`config.mk`:
```
export PLATFORM = sky130hd
export DESIGN_NAME = wall_spawner
export DESIGN_NICKNAME = d
export VERILOG_FILES = /design/src/rtl/wall_spawner.sv
export SDC_FILE = /design/constraint.sdc
export NUM_CORES = 1
export LEC_CHECK = 0
export ABC_CLOCK_PERIOD_IN_PS = 6800
export CELL_PAD_IN_SITES_DETAIL_PLACEMENT = 1
export CELL_PAD_IN_SITES_GLOBAL_PLACEMENT = 2
export CORE_MARGIN = 2
export CORE_UTILIZATION = 40
export CTS_CLUSTER_DIAMETER = 40
export DETAILED_ROUTE_END_ITERATION = 8
export PLACE_DENSITY = 0.82
export REMOVE_ABC_BUFFERS = 1
export SKIP_LAST_GASP = 1
export SLEW_MARGIN = 20
export SYNTH_ARGS = -nofsm -noshare
export SYNTH_HDL_FRONTEND = slang
export SYNTH_SLANG_ARGS = --single-unit
export TNS_END_PERCENT = 20
```
`constraint.sdc`:
```
create_clock -name clk -period 6.8 [get_ports clk]
set_input_delay 1.36 -clock clk [delete_from_list [all_inputs] [get_ports clk]]
set_output_delay 1.36 -clock clk [all_outputs]
set_load 0.02 [all_outputs]
```
`src/rtl/wall_spawner.sv`:
```
// Wall slot table: accepts clamped heights over valid/ready, scrolls walls left on frame ticks
// and retires them off-screen. Pass/score detection is built only when WALL_SPAWNER_SCORE_EN is defined.
module wall_spawner #(
    parameter int SCREEN_W  = 160,
    parameter int SPACING   = 40,
    parameter int SPEED     = 1,
    parameter int MAX_WALLS = 4,
    parameter int MIN_H     = 10,
    parameter int MAX_H     = 90,
    parameter int BIRD_X    = 20,
    localparam int IDX_W    = (MAX_WALLS > 1) ? $clog2(MAX_WALLS) : 1
) (
    input  logic             clk,
    input  logic             resetn,
    input  logic             enable,
    input  logic             frame_tick,
    input  logic             h_valid,
    input  logic [7:0]       h_data,
    output logic             h_ready,
    input  logic [IDX_W-1:0] rd_idx,
    output logic             rd_active,
    output logic [7:0]       rd_x,
    output logic [7:0]       rd_h,
    output logic [IDX_W:0]   live_count,
    output logic [7:0]       score,
    output logic             score_pulse
);
    localparam logic [7:0] SCREEN_B  = 8'(SCREEN_W);
    localparam logic [7:0] SPACING_B = 8'(SPACING);
    localparam logic [7:0] SPEED_B   = 8'(SPEED);
    localparam logic [7:0] MIN_B     = 8'(MIN_H);
    localparam logic [7:0] MAX_B     = 8'(MAX_H);

    typedef enum logic [1:0] {IDLE, RUN, FETCH} state_t;

    state_t               state_reg, state_next;
    logic [MAX_WALLS-1:0] active_reg;
    logic [7:0]           x_reg [MAX_WALLS];
    logic [7:0]           h_reg [MAX_WALLS];
    logic [7:0]           gap_reg, gap_next;
    logic                 has_free;
    logic [IDX_W-1:0]     free_idx;
    logic                 xfer, scroll;
    logic [7:0]           h_clamped;
    logic [8:0]           gap_sum;

    assign h_ready   = (state_reg == FETCH) && enable;
    assign xfer      = h_valid && h_ready;
    assign scroll    = frame_tick && enable && (state_reg != IDLE);
    assign h_clamped = (h_data < MIN_B) ? MIN_B : ((h_data > MAX_B) ? MAX_B : h_data);
    assign gap_sum   = {1'b0, gap_reg} + {1'b0, SPEED_B};

    // Lowest-index free slot, taken from the current table so same-cycle retirements wait a cycle.
    always_comb begin
        has_free = 1'b0;
        free_idx = '0;
        for (int i = MAX_WALLS - 1; i >= 0; i--) begin
            if (!active_reg[i]) begin
                has_free = 1'b1;
                free_idx = IDX_W'(i);
            end
        end
    end

    always_comb begin
        live_count = '0;
        for (int i = 0; i < MAX_WALLS; i++) begin
            live_count = live_count + {{IDX_W{1'b0}}, active_reg[i]};
        end
    end

    always_comb begin
        state_next = state_reg;
        if (!enable) begin
            state_next = IDLE;
        end else begin
            case (state_reg)
                IDLE:    state_next = RUN;
                RUN:     if (gap_reg >= SPACING_B && has_free) state_next = FETCH;
                FETCH:   if (xfer) state_next = RUN;
                default: state_next = IDLE;
            endcase
        end
    end

    always_comb begin
        gap_next = gap_reg;
        if (xfer) begin
            gap_next = '0;
        end else if (scroll) begin
            gap_next = gap_sum[8] ? 8'hFF : gap_sum[7:0];
        end
    end

    always_ff @(posedge clk or negedge resetn) begin
        if (!resetn) begin
            state_reg <= IDLE;
            gap_reg   <= SPACING_B;
        end else begin
            state_reg <= state_next;
            gap_reg   <= gap_next;
        end
    end

    // A spawning slot is inactive this cycle, so it is never scrolled on its write cycle.
    always_ff @(posedge clk or negedge resetn) begin
        if (!resetn) begin
            active_reg <= '0;
            for (int i = 0; i < MAX_WALLS; i++) begin
                x_reg[i] <= '0;
                h_reg[i] <= '0;
            end
        end else begin
            for (int i = 0; i < MAX_WALLS; i++) begin
                if (xfer && free_idx == IDX_W'(i)) begin
                    active_reg[i] <= 1'b1;
                    x_reg[i]      <= SCREEN_B;
                    h_reg[i]      <= h_clamped;
                end else if (scroll && active_reg[i]) begin
                    if (x_reg[i] < SPEED_B) begin
                        active_reg[i] <= 1'b0;
                        x_reg[i]      <= '0;
                        h_reg[i]      <= '0;
                    end else begin
                        x_reg[i] <= x_reg[i] - SPEED_B;
                    end
                end
            end
        end
    end

    assign rd_active = active_reg[rd_idx];
    assign rd_x      = rd_active ? x_reg[rd_idx] : 8'd0;
    assign rd_h      = rd_active ? h_reg[rd_idx] : 8'd0;

`ifdef WALL_SPAWNER_SCORE_EN
    localparam logic [7:0] BIRD_B   = 8'(BIRD_X);
    localparam logic [8:0] PASS_LIM = 9'(BIRD_X + SPEED);

    logic [MAX_WALLS-1:0] crossing;
    logic [7:0]           score_reg;
    logic                 score_pulse_reg;

    // A wall passes when this scroll takes it from >= BIRD_X to below it (retirement included).
    for (genvar gi = 0; gi < MAX_WALLS; gi++) begin : g_cross
        assign crossing[gi] = active_reg[gi] && (x_reg[gi] >= BIRD_B) && ({1'b0, x_reg[gi]} < PASS_LIM);
    end

    always_ff @(posedge clk or negedge resetn) begin
        if (!resetn) begin
            score_reg       <= '0;
            score_pulse_reg <= 1'b0;
        end else begin
            score_pulse_reg <= scroll && (|crossing);
            if (scroll && (|crossing)) begin
                score_reg <= score_reg + 8'd1;
            end
        end
    end

    assign score       = score_reg;
    assign score_pulse = score_pulse_reg;
`else
    assign score       = '0;
    assign score_pulse = 1'b0;
`endif

endmodule
```
After elaboration in Yosys (flattened, before gate mapping)

Index checks and enable logic that the tools add are counted.

Output and inout bits: 30
Flip-flop bits (word level): 78
Bits of input ports: 15
Logic and storage cells: 132

Reductions and logical operators: 30
$lt $le $gt $ge: 9
Add/subtract/negate cells: 8
Equal/unequal tests: 7
Muxes and demuxes: 63
Bitwise operators: 1

Operator list:

| cell                | number |
|---|---|
| $mux 8              | 35 |
| $bmux 8 s2          | 2 |
| $lt 8x1->1 const B  | 4 |
| $sub 8x1->8 const B | 4 |
| $reduce_bool 2->1   | 10 |
| $mux 1              | 17 |
| $mux 2              | 7 |
| $logic_and 1x1->1   | 13 |
| $reduce_and 2->1    | 5 |
| $add 8x1->9 const B | 1 |
| $ge 8x6->1 const B  | 1 |
| $gt 8x7->1 const B  | 1 |
| $lt 8x4->1 const B  | 1 |
| $eq 2x2->1 const B  | 3 |
| $ne 3x3->1 const B  | 2 |
| $pmux 2 s3          | 1 |
| $eq 2x1->1 const B  | 2 |
| $logic_not 2->1     | 2 |
| $add 2x1->3         | 1 |
| $add 3x1->3         | 1 |
| $ge 3x3->1 const B  | 1 |
| $lt 2x3->1 const B  | 1 |
| $not 2->3           | 1 |
| $add 1x1->2         | 1 |
| $bmux 1 s2          | 1 |

Longest topological paths before layout

Gate-level depths: netlist (run 1).

Depth in word-level cells: 8
Gate-level depth with buffers: 6

Least setup slack after synthesis (run 1)

No wires, ideal clock.

Kind: input port to output port
Start: in rd_idx[1]
End: out rd_h[0]
Stages: 4
Arrival time: 2.860 ns
Path buffers: 2
Setup slack: 2.580 ns
Cells stage by stage: clkbuf_1 > mux4_2 > buf_1 > nor2b_1

Cells in the longest elaborated chain, start to end: 5
Elaborated cells between the ends (all ways): 7

Ends and longest elaborated chain:

| what                                       | line | RTL |
|---|---|---|
| start: declaration                         | 20   | `input logic [IDX_W-1:0] rd_idx,` |
| $not 2->3 (not written as such)            | 134  | `assign rd_h = rd_active ? h_reg[rd_idx] : 8'd0;` |
| $bmux 8 s2                                 | 134  |  |
| $mux 8 (not written as such) (2 in series) | 134  |  |
| $mux 8 (*)                                 | 134  |  |
| end: declaration                           | 23   | `output logic [7:0] rd_h,` |

Mark *: on every way between the ends. The rest lies on a longest branch, timed or not. The select of a mux whose other input is x is not followed.

Worst setup path after layout (run 1)

Start: in rd_idx[0]
End: out rd_x[2]

Cells in the longest elaborated chain, start to end: 5
Elaborated cells between the ends (all ways): 7

Ends and longest elaborated chain:

| what                                       | line | RTL |
|---|---|---|
| $not 2->3 (not written as such)            | 133  | `assign rd_x = rd_active ? x_reg[rd_idx] : 8'd0;` |
| $bmux 8 s2                                 | 133  |  |
| $mux 8 (not written as such) (2 in series) | 133  |  |
| $mux 8 (*)                                 | 133  |  |
| end: declaration                           | 22   | `output logic [7:0] rd_x,` |

Marks and branches as above.

==> results of run 1 <==
[cell families (layout without fill, tap and decap cells)]
| family | Yosys count | after routing | share of synthesized area [%] |
|---|---|---|---|
| and+or+nand+nor | 144 | 144 | 18.4 |
| AOI/OAI and AO/OA | 97 | 97 | 17.0 |
| DFF | 78 | 78 | 45.3 |
| buffers and inverters | 42 | 74 | 4.58 |
| muxes | 17 | 17 | 8.96 |
| xor gates and xnor gates | 14 | 14 | 2.84 |
| adders and majority gates | 9 | 9 | 2.79 |
| other | 1 | 9 | 0.0869 |
[worst max-delay path by stage]
stage | to | start
finish | rd_x[2] | rd_idx[0]
global route | rd_x[2] | rd_idx[0]
CTS | rd_x[2] | rd_idx[0]
detailed placement | rd_x[2] | rd_idx[0]
global placement | rd_x[2] | rd_idx[0]
floorplan | rd_h[0] | rd_idx[1]
[worst register-to-register path, stage by stage, from the launching register on]
cell and delay [ns]:
dfrtp_1 0.54, nand4b_2 0.42, a21oi_1 0.71, a21oi_1 0.42, a22o_1 0.36
[final cells by class]
cell class	instances	area [µm²]
fill	1136	5420
multi-input combinational	290	2190
sequential	78	1950
timing repair buffer	39	382
tap	136	170
clock buffer	11	151
inverter	20	75.1
clock inverter	4	70.1
[metrics by stage]
stage	utilization (%)	hold WS [ns]	total power [µW]
after floorplan	-	0.448	883
after global placement	45.8	0.463	1030
after detailed placement	45.8	0.466	1050
after CTS	47.9	0.491	1450
after global routing	47.9	0.512	1530
final	47.9	0.492	1440
[layer usage]
metal | up-vias | global-route usage (%) | part of all wire (%)
met5 | - | 0 | 0
met3 | 23 | 4.60 | 4.3
met2 | 76 | 35.1 | 47
met1 | 1793 | 29.1 | 46
met4 | 0 | 9.71 | 2.7
li1 | 1572 | - | -
[Yosys cell counts (9+ instances only)]
cell type	number
dfrtp_1	76
nor2_1	34
inv_1	18
nor2b_1	18
nand2_1	17
mux4_2	16
o2bb2ai_1	16
nand3_1	15
a21oi_1	12
a22o_1	12
and2_1	10
buf_4	10
nor3_1	10
o21ai_0	10
clkbuf_1	9
xor2_1	9
[power breakdown]
group	switching, µW	internal [µW]	total, µW
sequential	117	539	656
combinational	207	179	386
clock	176	223	400
==> results.py, run 1 <==
metrics = {
    "yosys": {
        "ys_types": 60,
        "async_reset_ff_share_pct": 100,
        "synth_top_area_share_pct": 44.1,
        "syn_avg_cell_area_um2": 10.7,
        "ys_seq_area_share_pct": 45.3,
        "synth.area.top_cells": "dfrtp_1 44%, mux4_2 8.4%, o2bb2ai_1 3.2%",
        "synth_top_cell_by_area": "dfrtp_1",
        "ys.flop_type": "dfrtp_1",
        "netlist_area_um2": 4310,
        "ys_warn_count": 0,
        "synth_edf_count": 0,
        "postSynthCellCount": 402,
        "synth-seq-cells": 78,
    },
    "status": {
        "outcome": "finished, final reports clean",
    },
    "sta": {
        "tightest_slew_ns": 1.02,
        "fin_setup_tns_ns": 0,
        "clock-skew-final_ns": 0.00940,
        "worst_slack_ns": 1.47,
        "fin_crit_sh_pct": 78.3,
        "slew_headroom_pct": 32.1,
        "hold_viol": 0,
        "setup_viol_count_final": 0,
        "fmax_ghz": 0.188,
        "grt_setup_unrepaired": "false",
        "fin_crit_ns": 5.33,
        "slew_violations": 0,
    },
    "clocking": {
        "ctsHoldBuffers": 0,
        "cts-root-buf": "clkbuf_8",
        "cts_resized": 0,
        "clock_path_buffers": 2,
        "clock_latency_ns": 0.38,
        "h-tree-depth": 3,
        "cts_tree": "done",
        "cts_setup_buffers": 0,
        "cts.sinks": 78,
        "clk_pin_slew_ns": 0.08,
        "cts_buffers": 9,
    },
    "setup_path": {
        "critical_path_depth": 5,
        "timing.rr.start": "state_reg[0]",
        "cp_max_fo": 12,
        "crit_type": "in -> out",
        "startpoint_type": "primary input",
        "cp_common_cell": "clkdlybuf4s50_1",
        "worstPathArrival_ns": 3.97,
        "end_kind": "output pin",
        "required_ns": 5.44,
        "crit_chain": "clkdlybuf4s50_1 -> buf_4 -> mux4_1 -> nor2b_1 -> clkdlybuf4s50_1",
        "cp.buffers_inverters": 3,
        "r2r_end": "h_reg[25]",
        "r2r_setup_slack_ns": 4.24,
        "max_stage_delay_ns": 1.01,
        "rr_worst_depth": 4,
        "slowest_stage": "clkdlybuf4s50_1",
        "crit_family": "buffers and inverters",
    },
    "drt": {
        "drt_iter0_markers": 205,
        "drtAntennaViolNets": 0,
        "wl_um": 11900,
        "drc": 0,
        "firstDrtPassIters": 4,
        "wl_per_cell_um": 20.6,
        "num_vias": 3464,
        "vias_per_cell": 5.99,
    },
    "min_path": {
        "hold_end": "h_reg[7]",
        "worst_hold_path_type": "reg -> reg",
        "hold_path_startpoint": "h_reg[7]",
        "whs_path_depth": 1,
    },
    "finish": {
        "instances_no_fill": 578,
        "fin_nets": 462,
        "antenna-diode-count": 0,
        "syn2layout_area_growth_pct": 15.8,
        "mostFrequentLayoutCells": "76 x dfrtp_1, 34 x nor2_1, 34 x clkdlybuf4s50_1",
        "stdcell_area_um2": 4990,
        "layout_commonest_cell": "dfrtp_1",
        "drive_gt1_share_pct": 10.2,
    },
    "global_routing": {
        "grt_max_degree": 79,
        "grt_pass1_vias": 3615,
        "grt_antenna_before_repair": 0,
        "grt_first_pass_wirelength_um": 19400,
        "grt_usage_pct": 22.1,
        "grt_remaining_overflow": 0,
    },
    "placed_design": {
        "pre_cts_slack_ns": 1.46,
        "port_buffers": 35,
        "place_congestion": 0.879,
        "postPlaceCellArea_um2": 4770,
        "dp_hpwl_um": 8500,
        "place_inst": 563,
    },
    "pwr": {
        "p_per_area_nw_per_um2": 289,
        "p_leak_uw": 0.00211,
        "ir_drop_v": 0.000146,
    },
    "die": {
        "die_w_um": 108,
        "rows": 37,
        "core_um2": 10400,
        "die_area_um2": 11600,
        "io_pins": 45,
        "start_util_pct": 41.4,
        "die_h_um": 108,
    },
    "job": {
        "cap_violations": 0,
    },
}
Note: power is estimated with default switching activity, not from simulation.
==> run 2: changes to the inputs <==
ABC_CLOCK_PERIOD_IN_PS = 5100   (was 6800)
CORE_UTILIZATION = 37   (was 40)
PLACE_DENSITY = 0.76   (was 0.82)
clock period = 5.1 ns   (was 6.8 ns; I/O delays follow)
==> results.py, run 2 (synthesis gave the netlist of run 1 again) <==
metrics = {
    "setup_path": {
        "startpoint_type": "primary input",
        "end_kind": "output pin",
        "max_stage_delay_ns": 0.60,
        "slowest_stage": "mux4_1",
        "required_ns": 4.08,
        "crit_type": "in -> out",
        "worstPathArrival_ns": 3.25,
        "crit_chain": "clkdlybuf4s50_1 -> buf_4 -> mux4_1 -> nor2b_1 -> clkdlybuf4s50_1",
        "cp_common_cell": "clkdlybuf4s50_1",
        "cp_max_fo": 14,
    },
    "die": {
        "core_um2": 11400,
        "rows": 39,
        "die_area_um2": 12500,
        "die_w_um": 112,
        "start_util_pct": 37.8,
        "io_pins": 45,
        "die_h_um": 112,
    },
    "sta": {
        "slew_headroom_pct": 21.2,
        "fin_crit_sh_pct": 83.8,
        "setup_viol_count_final": 0,
        "tightest_slew_ns": 1.18,
        "fin_crit_ns": 4.27,
        "clock-skew-final_ns": 0.0131,
        "fin_setup_tns_ns": 0,
        "hold_viol": 0,
        "fmax_ghz": 0.234,
        "slew_violations": 0,
        "grt_setup_unrepaired": "false",
    },
    "placed_design": {
        "port_buffers": 35,
        "dp_hpwl_um": 8770,
        "place_congestion": 0.836,
    },
    "finish": {
        "antenna-diode-count": 0,
        "syn2layout_area_growth_pct": 18.2,
        "nFillCells": 1257,
        "mostFrequentLayoutCells": "76 x dfrtp_1, 34 x nor2_1, 34 x clkdlybuf4s50_1",
        "drive_gt1_share_pct": 9.93,
        "fin_nets": 462,
        "layout_commonest_cell": "dfrtp_1",
    },
    "clocking": {
        "clock_path_buffers": 2,
        "cts_tree": "done",
        "clock_latency_ns": 0.35,
        "cts-root-buf": "clkbuf_16",
        "ctsHoldBuffers": 0,
        "cts_buffers": 9,
        "clk_pin_slew_ns": 0.06,
        "cts.sinks": 78,
        "cts_setup_buffers": 0,
        "cts_resized": 0,
        "h-tree-depth": 3,
    },
    "global_routing": {
        "grt_pass1_vias": 3604,
        "grt_max_degree": 79,
        "grt_remaining_overflow": 0,
        "grt_first_pass_wirelength_um": 20100,
        "grt_antenna_before_repair": 0,
        "grt_usage_pct": 20.7,
    },
    "drt": {
        "wl_met2_um": 5850,
        "vias_per_cell": 5.92,
        "top_layer": "met4",
        "drt_iter0_markers": 139,
        "firstDrtPassIters": 4,
        "wl_per_cell_um": 21.3,
        "met3_length_um": 582,
        "drc": 0,
        "wl_um": 12500,
        "drtAntennaViolNets": 0,
        "wl_met1_um": 5830,
        "num_vias": 3471,
    },
    "pwr": {
        "ir_drop_v": 0.000275,
        "p_per_area_nw_per_um2": 413,
        "total_power_uw": 2100,
        "p_leak_uw": 0.00214,
    },
    "job": {
        "cap_violations": 0,
    },
    "status": {
        "outcome": "finished, final reports clean",
    },
    "min_path": {
        "worst_hold_path_type": "reg -> reg",
    },
}
-- run 2: cell count changes in the layout (fill, tap and decap cells not counted) --
cell / change
clkbuf_1: +2
inv_6: +1
clkbuf_8: -11
clkinvlp_4: +2
clkbuf_16: +9
clkinv_2: -2
-- run 2: cell type report --
cell class / count / area, µm² / area share, %
Timing Repair Buffer: 39 / 382 / 7.49
Inverter: 20 / 75.1 / 1.47
Multi-Input combinational cell: 290 / 2190 / 43.0
Clock inverter: 5 / 83.8 / 1.64
Sequential cell: 78 / 1950 / 38.3
Tap cell: 143 / 179 / 3.51
Clock buffer: 11 / 233 / 4.57
-- run 2: power by group --
part	internal (µW)	switching [µW]	leakage, µW
Combinational	240	278	0.000965
Sequential	719	167	0.00103
Clock	431	269	0.000146
Total	1390	714	0.00214
-- run 2: final timing paths --
path	startpoint	to	slack, ns	depth (start not counted)
worst max-delay path	rd_idx[0]	rd_x[2]	0.83	5
max in group asynchronous	resetn	x_reg[22]	3.87	1
worst min register to register	h_reg[4]	h_reg[4]	0.49	1
min in group asynchronous	resetn	h_reg[23]	0.68	1
worst min-delay path	h_reg[4]	h_reg[4]	0.49	1
worst max register to register	state_reg[0]	h_reg[3]	2.54	4
-- run 2: worst max-delay path: cells and delay by family --
kind	cells	cell delay (ns)
buffers and inverters	3	1.48
multiplexers	1	0.60
AND/OR/NAND/NOR	1	0.15
-- run 2: per-layer routing --
| layer | vias up | track usage, % |
|---|---|---|
| li1 | 1573 | - |
| met1 | 1790 | 29.1 |
| met2 | 91 | 32.4 |
| met3 | 17 | 4.57 |
| met4 | 0 | 6.10 |
| met5 | - | 0 |
-- run 2: stage by stage --
| stage | hold WS, ns | area [µm²] | std cells | utilization, % | worst slack, ns |
|---|---|---|---|---|---|
| CTS | 0.490 | 5090 | 586 | 44.6 | 0.814 |
| finish | 0.486 | 5100 | 586 | 44.6 | 0.827 |
| global route | 0.511 | 5100 | 586 | 44.6 | 0.672 |
| global placement | 0.466 | 4780 | 570 | 41.8 | 0.852 |
| floorplan | 0.448 | 4220 | 388 | - | 2.07 |
| detailed placement | 0.473 | 4780 | 570 | 41.8 | 0.854 |
==> run 3: changes to the inputs <==
ABC_CLOCK_PERIOD_IN_PS = 3700   (was 5100)
CORE_UTILIZATION = 34   (was 37)
PLACE_DENSITY = 0.74   (was 0.76)
clock period = 3.7 ns   (was 5.1 ns; I/O delays follow)
==> results.py, run 3 (synthesis gave the netlist of run 1 again) <==
metrics = {
    "status": {
        "outcome": "finished, final reports clean",
    },
    "drt": {
        "drtAntennaViolNets": 0,
        "firstDrtPassIters": 4,
        "wl_um": 12500,
        "drc": 0,
        "vias_per_cell": 5.47,
        "wl_per_cell_um": 19.9,
        "num_vias": 3422,
        "drt_iter0_markers": 166,
    },
    "setup_path": {
        "cp_max_fo": 17,
        "max_stage_delay_ns": 0.74,
        "crit_family": "buffers and inverters",
        "required_ns": 2.96,
        "worstPathArrival_ns": 2.82,
        "slowest_stage": "mux4_2",
        "crit_type": "in -> out",
        "cp.buffers_inverters": 2,
        "crit_chain": "clkdlybuf4s50_1 -> mux4_2 -> nor2b_1 -> clkdlybuf4s50_1",
        "startpoint_type": "primary input",
        "end_kind": "output pin",
        "cp_common_cell": "clkdlybuf4s50_1",
    },
    "sta": {
        "fin_crit_ns": 3.56,
        "slew_headroom_pct": 33.1,
        "setup_viol_count_final": 0,
        "fmax_ghz": 0.281,
        "hold_viol": 0,
        "grt_setup_unrepaired": "false",
        "fin_crit_sh_pct": 96.4,
        "clock-skew-final_ns": 0.00949,
        "fin_setup_tns_ns": 0,
        "slew_violations": 0,
        "tightest_slew_ns": 1.00,
    },
    "pwr": {
        "ir_drop_v": 0.000334,
        "p_per_area_nw_per_um2": 549,
        "p_leak_uw": 0.00219,
    },
    "clocking": {
        "cts_setup_buffers": 0,
        "cts.sinks": 78,
        "h-tree-depth": 3,
        "clk_pin_slew_ns": 0.06,
        "cts_tree": "done",
        "cts-root-buf": "clkbuf_16",
        "cts_resized": 0,
        "cts_buffers": 9,
        "ctsHoldBuffers": 0,
        "clock_path_buffers": 2,
        "clock_latency_ns": 0.35,
    },
    "die": {
        "rows": 41,
        "die_h_um": 117,
        "die_area_um2": 13600,
        "start_util_pct": 34.5,
        "die_w_um": 117,
        "core_um2": 12500,
        "io_pins": 45,
    },
    "global_routing": {
        "grt_remaining_overflow": 0,
        "grt_antenna_before_repair": 0,
        "grt_first_pass_wirelength_um": 20600,
        "grt_max_degree": 79,
        "grt_usage_pct": 20.4,
        "grt_pass1_vias": 3687,
    },
    "placed_design": {
        "dp_hpwl_um": 9180,
        "port_buffers": 35,
        "place_congestion": 0.845,
    },
    "finish": {
        "layout_commonest_cell": "dfrtp_1",
        "mostFrequentLayoutCells": "76 x dfrtp_1, 34 x nor2_1, 34 x clkdlybuf4s50_1",
        "drive_gt1_share_pct": 12.3,
        "syn2layout_area_growth_pct": 21.0,
        "antenna-diode-count": 0,
        "final_util_pct": 41.7,
        "fin_nets": 473,
    },
    "job": {
        "cap_violations": 0,
    },
    "min_path": {
        "worst_hold_path_type": "reg -> reg",
    },
}
-- run 3: cell types whose count changed in the layout (fill, tap and decap cells not counted) --
cell	change
buf_6	-1
buf_4	+11
clkbuf_8	+2
buf_12	+1
bufinv_16	-1
clkbuf_1	-1
-- run 3: worst paths after layout --
kind / to / slack, ns / cells past startpoint / from
setup / recovery: rd_x[1] / 0.14 / 4 / rd_idx[1]
hold / removal: h_reg[30] / 0.49 / 1 / h_reg[30]
setup reg to reg: h_reg[9] / 1.48 / 6 / x_reg[8]
hold reg to reg: h_reg[30] / 0.49 / 1 / h_reg[30]
max in group asynchronous: x_reg[2] / 2.49 / 1 / resetn
min in group asynchronous: h_reg[23] / 0.56 / 1 / resetn
-- run 3: final cells by class --
cell class / count / area, µm²
fillers: 1405 / 7300
repair buffers: 50 / 473
well taps: 172 / 215
flip-flops and latches: 78 / 1950
inverters: 20 / 75.1
clock inverters: 4 / 53.8
multi-input cells: 290 / 2190
clock buffers: 12 / 256
-- run 3: metrics by stage --
stage	total power, µW	std cells	hold slack [ns]	area (µm²)	setup WS [ns]
3_5_place_dp	1950	610	0.476	4910	0.0873
2_1_floorplan	1620	388	0.444	4220	1.23
3_3_place_gp	1930	610	0.466	4910	0.153
5_1_grt	3040	626	0.505	5220	0.00758
6_report	2860	626	0.493	5220	0.135
4_1_cts	2890	626	0.494	5220	0.0822
-- run 3: worst register-to-register path, cell delays in order, from the launching register on --
cell and delay [ns]:
dfrtp_1 0.43, inv_1 0.08, ha_1 0.17, nor3b_1 0.43, nand3_1 0.33, o21a_1 0.39, a22o_1 0.28
-- run 3: per-layer routing --
metal	global-route usage (%)	wire, µm	vias up
met5	0	0	-
met4	7.06	248	0
met3	4.31	395	17
met2	34.0	6150	55
met1	26.6	5660	1761
li1	-	-	1589
-- run 3: report_power, final --
part | internal [µW] | total, µW | switching [µW]
Clock | 562 | 928 | 366
Sequential | 992 | 1210 | 223
Combinational | 333 | 721 | 388
